**src/rtl/bn_param_loader.sv**
```systemverilog
// Batch-norm parameter bank, loaded over a serial frame {addr, factor, addend}, MSB first.
// Define BN_PARAM_CHECK_EN to reject illegal factor codes and nonzero x8 addends.
module bn_param_loader #(
  parameter int ADDR_WIDTH   = 2,
  parameter int ADDEND_WIDTH = 5
) (
  input  logic                           clk,
  input  logic                           rst_n,
  input  logic                           cfg_start,
  input  logic                           cfg_valid,
  input  logic                           cfg_data,
  input  logic [ADDR_WIDTH-1:0]          sel,
  output logic [3:0]                     BN_factor,
  output logic signed [ADDEND_WIDTH-1:0] BN_addend,
  output logic                           busy,
  output logic                           load_done,
  output logic                           load_error
);

  localparam int NEURONS    = 2 ** ADDR_WIDTH;
  localparam int FRAME_BITS = ADDR_WIDTH + 4 + ADDEND_WIDTH;
  localparam int CNT_W      = $clog2(FRAME_BITS + 1);

  localparam logic [CNT_W-1:0] LAST_BIT     = CNT_W'(FRAME_BITS - 1);
  localparam logic [3:0]       FACTOR_RESET = 4'b0100;

  typedef enum logic [1:0] {
    IDLE,
    SHIFT,
    COMMIT
  } state_t;

  state_t                        state_q;
  logic [FRAME_BITS-1:0]         shift_q;
  logic [CNT_W-1:0]              cnt_q;

  logic [3:0]                    factor_mem [NEURONS];
  logic signed [ADDEND_WIDTH-1:0] addend_mem [NEURONS];

  logic [ADDR_WIDTH-1:0]          frame_addr;
  logic [3:0]                     frame_factor;
  logic signed [ADDEND_WIDTH-1:0] frame_addend;
  logic                           frame_ok;
  logic                           commit_write;

  assign frame_addr   = shift_q[FRAME_BITS-1 -: ADDR_WIDTH];
  assign frame_factor = shift_q[ADDEND_WIDTH +: 4];
  assign frame_addend = shift_q[ADDEND_WIDTH-1:0];

`ifdef BN_PARAM_CHECK_EN
  always_comb begin
    // NOTE: default first so every path assigns frame_ok and no latch is inferred.
    frame_ok = 1'b1;
    if (frame_factor inside {4'b0000, 4'b0111, 4'b1011, 4'b1111})
      frame_ok = 1'b0;
    // x8 scaling only supports a zero addend.
    if (frame_factor == 4'b0011 && frame_addend != '0)
      frame_ok = 1'b0;
  end
`else
  assign frame_ok   = 1'b1;
  assign load_error = 1'b0;
`endif

  assign commit_write = (state_q == COMMIT) && frame_ok;
  assign busy         = (state_q != IDLE);

  // NOTE: state registers use non-blocking assignments so every flop samples pre-edge values.
  always_ff @(posedge clk or negedge rst_n) begin
    if (!rst_n) begin
      state_q    <= IDLE;
      shift_q    <= '0;
      cnt_q      <= '0;
      load_done  <= 1'b0;
`ifdef BN_PARAM_CHECK_EN
      load_error <= 1'b0;
`endif
    end else begin
      load_done  <= 1'b0;
`ifdef BN_PARAM_CHECK_EN
      load_error <= 1'b0;
`endif
      unique case (state_q)
        IDLE: begin
          if (cfg_start) begin
            state_q <= SHIFT;
            shift_q <= '0;
            cnt_q   <= '0;
          end
        end
        SHIFT: begin
          // A new start abandons the partial frame without any status pulse.
          if (cfg_start) begin
            shift_q <= '0;
            cnt_q   <= '0;
          end else if (cfg_valid) begin
            shift_q <= {shift_q[FRAME_BITS-2:0], cfg_data};
            cnt_q   <= cnt_q + 1'b1;
            if (cnt_q == LAST_BIT)
              state_q <= COMMIT;
          end
        end
        COMMIT: begin
          state_q    <= IDLE;
          load_done  <= frame_ok;
`ifdef BN_PARAM_CHECK_EN
          load_error <= !frame_ok;
`endif
        end
        default: state_q <= IDLE;
      endcase
    end
  end

  // NOTE: the bank is flop-based and reset explicitly, since every entry must read x1/0 after reset.
  always_ff @(posedge clk or negedge rst_n) begin
    if (!rst_n) begin
      for (int i = 0; i < NEURONS; i++) begin
        factor_mem[i] <= FACTOR_RESET;
        addend_mem[i] <= '0;
      end
    end else if (commit_write) begin
      factor_mem[frame_addr] <= frame_factor;
      addend_mem[frame_addr] <= frame_addend;
    end
  end

  assign BN_factor = factor_mem[sel];
  assign BN_addend = addend_mem[sel];

endmodule

```
**config.mk**
```make
export PLATFORM = sky130hd
export DESIGN_NAME = bn_param_loader
export DESIGN_NICKNAME = d
export VERILOG_FILES = /design/src/rtl/bn_param_loader.sv
export SDC_FILE = /design/constraint.sdc
export NUM_CORES = 1
export LEC_CHECK = 0
export CORE_MARGIN = 8
export CORE_UTILIZATION = 45
export DETAILED_ROUTE_END_ITERATION = 10
export GPL_TIMING_DRIVEN = 0
export SLEW_MARGIN = 20
export SYNTH_ARGS = -nofsm -noshare
export SYNTH_HDL_FRONTEND = slang
export SYNTH_SLANG_ARGS = --single-unit
```
**constraint.sdc**
```tcl
create_clock -name clk -period 2.35 [get_ports clk]
set_input_delay 0.235 -clock clk [delete_from_list [all_inputs] [get_ports clk]]
set_output_delay 0.235 -clock clk [all_outputs]
set_load 0.02 [all_outputs]
```
# Word level (Yosys, flattened, before mapping)

Index checks and enable logic that the tools add are counted.

Output and inout port bits: 12
Word-level logic and storage cells: 58
Input port bits: 7
Bits in registers: 54

Reductions and logical operators: 6
Equality and inequality tests: 8
Bitwise gates (word level): 2
Add/subtract/negate cells: 1
Multiplexer cells: 26
$lt $le $gt $ge: 3

Operator list:

| kind                  | number |
|---|---|
| $mux W11              | 3 |
| $mux W4               | 6 |
| $pmux W11 S2          | 1 |
| $bwmux W20            | 1 |
| $bwmux W16            | 1 |
| $mux W5               | 3 |
| $bmux W5 S2           | 1 |
| $demux W5 S2          | 1 |
| $bmux W4 S2           | 1 |
| $demux W4 S2          | 1 |
| $mux W2               | 4 |
| $ne A2 B2 Y1 const B  | 4 |
| $pmux W4 S2           | 1 |
| $ge A3 B3 Y1 const B  | 2 |
| $not A2 Y3            | 2 |
| $add A4 B1 Y4 const B | 1 |
| $eq A4 B4 Y1 const B  | 1 |
| $pmux W2 S2           | 1 |
| $reduce_and A4 Y1     | 1 |
| $reduce_bool A2 Y1    | 2 |
| $lt A3 B1 Y1 const B  | 1 |
| $ne A3 B3 Y1 const B  | 1 |
| $reduce_and A3 Y1     | 1 |
| $eq A2 B1 Y1 const B  | 1 |
| 4 further kinds       | 4 |

# Depth between registers and ports, before layout

Gate-level depths: netlist of the first run.

Word-level depth: 6
Mapped depth: 5
Mapped depth without buffers: 5

# Worst setup path before layout of the first run

No wires, ideal clock.

Path type: flip-flop to flip-flop
Start point: register state_q[0]
End point: register addend_mem[15] (netlist name)
Path slack: 969 ps
Cell stages (with the launch flop): 5
Data arrival time: 1253 ps
Setup time: 128 ps
Data required time: 2222 ps
Buffers on the path: 1
Period minus slack after synthesis: 1381 ps
Path through: dfrtp_1 > nor2b_2 > nor3b_2 > buf_4 > mux2_1

Cells in the longest elaborated chain, start to end: 1

RTL lines:

| element                       | line | RTL |
|---|---|---|
| start, declared               | 33   | `state_t state_q;` |
| start signal, assigned        | 71   | `state_q <= IDLE;` |
| start signal, assigned        | 86   | `state_q <= SHIFT;` |
| start signal, assigned        | 100  | `state_q <= COMMIT;` |
| $eq A2 B2 Y1                  | 65   | `assign commit_write = (state_q == COMMIT) && frame_ok;` |
| via commit_write              | 44   | `logic commit_write;` |
| end signal, assigned by index | 124  | `addend_mem[frame_addr] <= frame_addend;` |
| end, declared                 | 38   | `logic signed [ADDEND_WIDTH-1:0] addend_mem [NEURONS];` |

The timed path passes the listed nets, and every way through them passes these cells.
A chain may end at the register's enable or synchronous reset.

# Worst setup path in the final report of the first run

Start point: register addend_mem[3] (netlist name)
End point: output BN_addend[3]

Cells in the longest elaborated chain, start to end: 3

RTL lines:

| element                                    | line | RTL |
|---|---|---|
| $bmux W5 S2                                | 129  | `assign BN_addend = addend_mem[sel];` |
| $mux W5 (implied by the code) (2 in a row) | 129  |  |
| end, declared                              | 14   | `output logic signed [ADDEND_WIDTH-1:0] BN_addend,` |

No other way between the ends. The select of a mux whose other input is x is not followed.

==> flow_metrics.env, run 1 <==
export IMPL_setup_violations=0
export IMPL_die_h_um=90.3
export IMPL_dr_pass1_iters=4
export IMPL_worstPathCellList="mux4_2 -> clkdlybuf4s50_1"
export IMPL_yosysSeqAreaShare_pct=54.6
export IMPL_gp_congestion=0.798
export IMPL_drt_initial_drc_count=84
export IMPL_max_cap_violations=0
export IMPL_netlist_area_leader_share_pct=50.4
export IMPL_gr_usage_all_layers_pct=12.7
export IMPL_critPathMaxFanout=2
export IMPL_synth_largest_area_cell="dfrtp_1"
export IMPL_cts_root_buf="clkbuf_8"
export IMPL_pre_cts_ws_ps=444
export IMPL_drc=0
export IMPL_hpwl_um=3220
export IMPL_crit_required_ps=2120
export IMPL_reg2reg_slack_ps=800
export IMPL_post_synth_top_count_cell="dfrtp_1"
export IMPL_hold_depth=2
export IMPL_yosysUniqueCellTypes=34
export IMPL_hold_end="shift_q[4]$_DFFE_PN0P_"
export IMPL_critical_path_arrival_ps=1720
export IMPL_synth_cells=178
export IMPL_fin_setup_tns_ps=0
export IMPL_insertion_delay_ps=310
export IMPL_grt_setup_unrepaired="false"
export IMPL_slowest_delay_ps=550
export IMPL_syn_nets=187
export IMPL_power_leakage_nw=1.29
export IMPL_netlist_area_um2=2480
export IMPL_clk_pin_slew_worst_paths_ps=100
export IMPL_vias=1508
export IMPL_rr_startpoint="state_q[0]$_DFFE_PN0P_"
export IMPL_cts_setup_buffers=0
export IMPL_htreeDepth=2
export IMPL_r2r_cells=4
export IMPL_grt_max_degree=55
export IMPL_p_total_mw=1.64
export IMPL_overflow=0
export IMPL_drive_gt1_share_pct=25.4
export IMPL_peakVddDrop_mv=0.294
export IMPL_worstHoldStart="cfg_start"
export IMPL_cellPowerDensity_nw_per_um2=578
export IMPL_nFillCells=474
export IMPL_num_io_pins=19
export IMPL_numClockSinks=54
export IMPL_synthTopCellsByArea="dfrtp_1, mux2_1, mux4_2, mux2_4, dfstp_2"
export IMPL_setup_slack_ps=394
export IMPL_port_buffers=14
export IMPL_final_nets=209
export IMPL_placementRows=27
export IMPL_ys_ff_latch=54
export IMPL_hold_viol=0
export IMPL_vias_per_cell=5.52
export IMPL_cts_tree="done"
export IMPL_wirelength_um=4860
export IMPL_yosys_top_cells_count="dfrtp_1, mux2_1, nand2_1, o21ai_0"
export IMPL_timing_hold_ws_ps=345
export IMPL_slowest_stage="clkdlybuf4s50_1"
export IMPL_cts_resized=0
export IMPL_period_share_pct=83.2
export IMPL_async_flop_share_pct=100
export IMPL_core_um2=5410
export IMPL_min_period_ps=1960
export IMPL_avgSynthCellArea_um2=14.0
export IMPL_initial_core_util_pct=45.9
export IMPL_ys_warn_count=0
export IMPL_r2r_end="factor_mem[12]$_DFFE_PN0P_"
export IMPL_antenna_cells=0
export IMPL_die_w_um=90.3
export IMPL_max_freq_mhz=511
export IMPL_antenna_found_initial=0
export IMPL_ys_flop_type="dfrtp_1"
export IMPL_hold_buffers=1
export IMPL_grt_pass1_vias=1627
export IMPL_skew_ps=5.74
export IMPL_worst_slew_pin_slew_ps=668
export IMPL_final_util_pct=52.4
export IMPL_final_antenna_net_count=0
export IMPL_synthToLayoutAreaGrowth_pct=14.0
export IMPL_hold_class="in -> reg"
export IMPL_crit_type="reg -> out"
export IMPL_cp_end_kind="output pin"
export IMPL_start_kind="register"
export IMPL_slew_viol_final=0
export IMPL_die_area_um2=8150
export IMPL_slew_headroom_pct=55.4
export IMPL_synth_edf_count=0
export IMPL_clock_path_buffers=2
export IMPL_grt_pass1_wl_um=8200
export IMPL_cts_buffers=5
export IMPL_avgRoutedWirePerCell_um=17.8
export IMPL_status="finished, final reports clean"
==> where the power goes <==
group          switching (mW)  internal, mW  leakage, nW
Clock                   0.305         0.318       0.0514
Combinational          0.0471        0.0239        0.511
Sequential            0.00812         0.934        0.733
Total                   0.360          1.28         1.29
==> layout by cell type, fill, tap and decap left out, types with 3 or more instances in the layout <==
cell and n:
dfstp_2 4, nor2_1 3, clkdlybuf4s50_1 13, a22oi_1 9, and3b_1 3, mux2_4 9, buf_4 4, nand2_1 15
mux4_2 9, clkbuf_8 5, mux2_1 18, nand3_1 3, mux2_2 9, dfrtp_1 50, clkbuf_1 5, o21ai_0 12
==> kinds of logic after synthesis <==
kind of cell | after synthesis | synth area share [%]
buffers and inverters | 13 | 3.12
AOI/OAI and AO/OA | 27 | 6.95
DFF | 54 | 54.6
other | 1 | 0.151
and+or+nand+nor | 35 | 7.91
muxes | 46 | 26.2
adders and majority gates | 2 | 1.01
==> metal layers <==
layer / vias up / GRT usage, % / routed length [um]
li1: 689 / - / -
met1: 798 / 14.8 / 2210
met2: 15 / 22.0 / 2460
met3: 6 / 3.16 / 127
met4: 0 / 4.30 / 68
met5: - / 0 / 0
==> stage by stage <==
stage | instances | cell area, um^2
3_5_place_dp | 264 | 2710
2_1_floorplan | 178 | 2480
3_3_place_gp | 264 | 2710
4_1_cts | 273 | 2830
5_1_grt | 273 | 2830
6_report | 273 | 2830
==> how the worst max path moves through the flow <==
stage,endpoint,start,slack (ps)
after global placement,addend_mem[11]$_DFFE_PN0P_,rst_n,-410
final,BN_addend[3],addend_mem[3]$_DFFE_PN0P_,390
after global routing,BN_factor[3],factor_mem[11]$_DFFE_PN0P_,360
after CTS,BN_addend[3],addend_mem[3]$_DFFE_PN0P_,370
after floorplan,addend_mem[15]$_DFFE_PN0P_,state_q[0]$_DFFE_PN0P_,970
after detailed placement,BN_addend[3],sel[0],440
==> registers in the layout, summed over array words and instances, names as in the netlist <==
signal and count:
state_q 2, cnt_q 4, load_done 1, factor_mem 16, addend_mem 20, shift_q 11
==> cell type report <==
class                   instances  area (um^2)  share of cell area, %
repair buffers                 15          148                   5.21
well taps                      72         90.1                   3.18
plain buffers                  12         73.8                   2.61
clock buffers                   6         72.6                   2.56
inverters                       1         3.75                  0.133
flip-flops and latches         54         1360                   47.9
multi-input cells             111         1050                   37.1
clock inverters                 2         37.5                   1.33
==> critical path: cells and delay by family (launching register included) <==
family | cells | cell delay (ps)
mux | 1 | 470
buf+inv | 1 | 550
flops | 1 | 390
Power figures use the tool's default switching activity.
==> inputs of run 2 (changes only) <==
- clock period: 2.35 -> 1.95 ns (I/O delays scaled with it)
==> results of run 2 <==
The final DEF is identical to that of run 1. Status: finished, final reports clean.
Among the figures that moved: setup slack after placement 444 ps -> 124 ps; setup slack after layout 394 ps -> 33.7 ps; hold slack 345 ps -> 305 ps; register-to-register setup slack 800 ps -> 400 ps; total power 1.64 mW -> 1.97 mW; worst IR drop on VDD 0.294 mV -> 0.355 mV
==> inputs of run 3 (changes only) <==
- CORE_MARGIN: 8 -> 3
==> run 3 against run 2 <==
Net effect:
- maximum frequency grew 1.1%
- largest cell class unchanged
- clock skew fell by 0.96 ps
- cell count shrank 0.37%
==> flow_metrics.env, run 3 (synthesized netlist as in run 1, its figures left out) <==
export IMPL_slowest_delay_ps=550
export IMPL_critPathLaunch="addend_mem[0]$_DFFE_PN0P_"
export IMPL_final_cell_mix="dfrtp_1, mux2_1, nand2_1"
export IMPL_regMostFlops="addend_mem"
export IMPL_gr_max_usage_layer="met2"
export IMPL_num_io_pins=19
export IMPL_die_h_um=80.3
export IMPL_pre_cts_ws_ps=105
export IMPL_critical_path_arrival_ps=1700
export IMPL_period_share_pct=97.2
export IMPL_hpwl_um=3250
export IMPL_cts_root_buf="clkbuf_8"
export IMPL_vias_per_cell=5.60
export IMPL_rr_startpoint="state_q[0]$_DFFE_PN0P_"
export IMPL_reg_top3="addend_mem x20, factor_mem x16, shift_q x11"
export IMPL_use_met2_pct=27.1
export IMPL_final_common_cell="dfrtp_1"
export IMPL_final_antenna_net_count=0
export IMPL_max_freq_mhz=527
export IMPL_avgRoutedWirePerCell_um=17.7
export IMPL_cts_setup_buffers=0
export IMPL_setup_slack_ps=54.2
export IMPL_reg2reg_slack_ps=370
export IMPL_crit_required_ps=1750
export IMPL_slowest_stage="clkdlybuf4s50_1"
export IMPL_drive_gt1_share_pct=26.2
export IMPL_clock_path_buffers=2
export IMPL_grt_use_met1_pct=23.1
export IMPL_initial_core_util_pct=47.4
export IMPL_hold_class="in -> reg"
export IMPL_dr_pass1_iters=5
export IMPL_antenna_found_initial=0
export IMPL_grt_pass1_vias=1589
export IMPL_slew_viol_final=0
export IMPL_numClockSinks=54
export IMPL_synthToLayoutAreaGrowth_pct=16.4
export IMPL_max_cap_violations=0
export IMPL_clk_pin_slew_worst_paths_ps=90
export IMPL_final_nets=210
export IMPL_htreeDepth=2
export IMPL_crit_type="reg -> out"
export IMPL_drc=0
export IMPL_cts_tree="done"
export IMPL_gr_usage_all_layers_pct=16.9
export IMPL_setup_violations=0
export IMPL_core_um2=5240
export IMPL_peakVddDrop_mv=0.347
export IMPL_start_kind="register"
export IMPL_wirelength_um=4810
export IMPL_cp_end_kind="output pin"
export IMPL_power_leakage_nw=1.42
export IMPL_port_buffers=14
export IMPL_grt_use_met3_pct=4.48
export IMPL_grt_max_degree=36
export IMPL_critPathMaxFanout=2
export IMPL_cp_top_family="buffers and inverters"
export IMPL_min_period_ps=1900
export IMPL_place_inst=263
export IMPL_grt_setup_unrepaired="false"
export IMPL_placementRows=26
export IMPL_final_cells=272
export IMPL_drt_initial_drc_count=119
export IMPL_cellPowerDensity_nw_per_um2=735
export IMPL_insertion_delay_ps=300
export IMPL_grt_pass1_wl_um=8160
export IMPL_status="finished, final reports clean"
export IMPL_worstPathCellList="mux4_2 -> clkdlybuf4s50_1"
export IMPL_cts_buffers=5
export IMPL_largest_reg_flops=20
export IMPL_skew_ps=4.78
export IMPL_hold_viol=0
export IMPL_vias=1523
export IMPL_overflow=0
export IMPL_worst_slew_pin_slew_ps=645
export IMPL_slew_headroom_pct=57.0
export IMPL_antenna_cells=0
export IMPL_gp_congestion=0.826
export IMPL_die_area_um2=6450
export IMPL_cp_buffers_inverters=1
export IMPL_die_w_um=80.3
export IMPL_worstHoldStart="cfg_start"
run 3: changes by cell type in the layout (fill, tap and decap cells not counted), sizes merged:
| cell | delta |
|---|---|
| dlymetal6s2s | +5 |
| clkdlybuf4s50 | -5 |
| bufinv | +1 |
| buf | +1 |
| clkinvlp | -1 |
run 3: worst register-to-register path, delay by kind of cell, from the launching register on:
family / cells / cell delay [ps]
DFF: 1 / 470
muxes: 1 / 340
and+or+nand+nor: 2 / 440
buffers and inverters: 1 / 220
run 3: routing by layer:
metal | up-vias | wire (um) | part of all wire (%)
li1 | 701 | - | -
met4 | 0 | 53 | 1.1
met2 | 35 | 2440 | 51
met3 | 5 | 218 | 4.5
met5 | - | 0 | 0
met1 | 782 | 2100 | 44
run 3: area by class of cell:
| cell class | instances | area (um^2) |
|---|---|---|
| buffer | 12 | 73.8 |
| clock buffer | 6 | 82.6 |
| clock inverter | 2 | 60.1 |
| fill | 457 | 2350 |
| inverter | 1 | 3.75 |
| multi-input combinational | 111 | 1050 |
| sequential | 54 | 1360 |
| tap | 70 | 87.6 |
| timing repair buffer | 16 | 178 |
run 3: report_power, final:
part | switching (mW) | internal [mW] | total (mW)
Combinational | 0.0579 | 0.0324 | 0.0902
Sequential | 0.00960 | 1.13 | 1.13
Clock | 0.352 | 0.547 | 0.899
run 3: repair_timing:
action / in CTS / in global routing
endpoints found under the setup margin: 0 / 5
hold endpoints to repair: 19 / 0
hold buffers: 1 / 0
resized for setup: 0 / 5
run 3: worst paths after layout:
| kind | endpoint | cells after the start |
|---|---|---|
| max | BN_addend[0] | 2 |
| min | shift_q[4]$_DFFE_PN0P_ | 2 |
| max reg2reg | factor_mem[13]$_DFFE_PN0P_ | 4 |
| min reg2reg | factor_mem[4]$_DFFE_PN0P_ | 1 |
| max in group asynchronous | factor_mem[2]$_DFFE_PN1P_ | 3 |
| min in group asynchronous | addend_mem[3]$_DFFE_PN0P_ | 2 |
run 3: through the flow:
step	setup TNS (ps)	area [um^2]	hold WS, ps	util, %	power [mW]
2_1_floorplan	0	2480	-101	-	1.20
6_report	0	2890	322	55.2	2.12
5_1_grt	0	2890	366	55.2	2.22
3_5_place_dp	0	2730	183	52.1	1.25
4_1_cts	0	2880	317	55.0	2.15
3_3_place_gp	-37790	2710	461	51.8	1.24
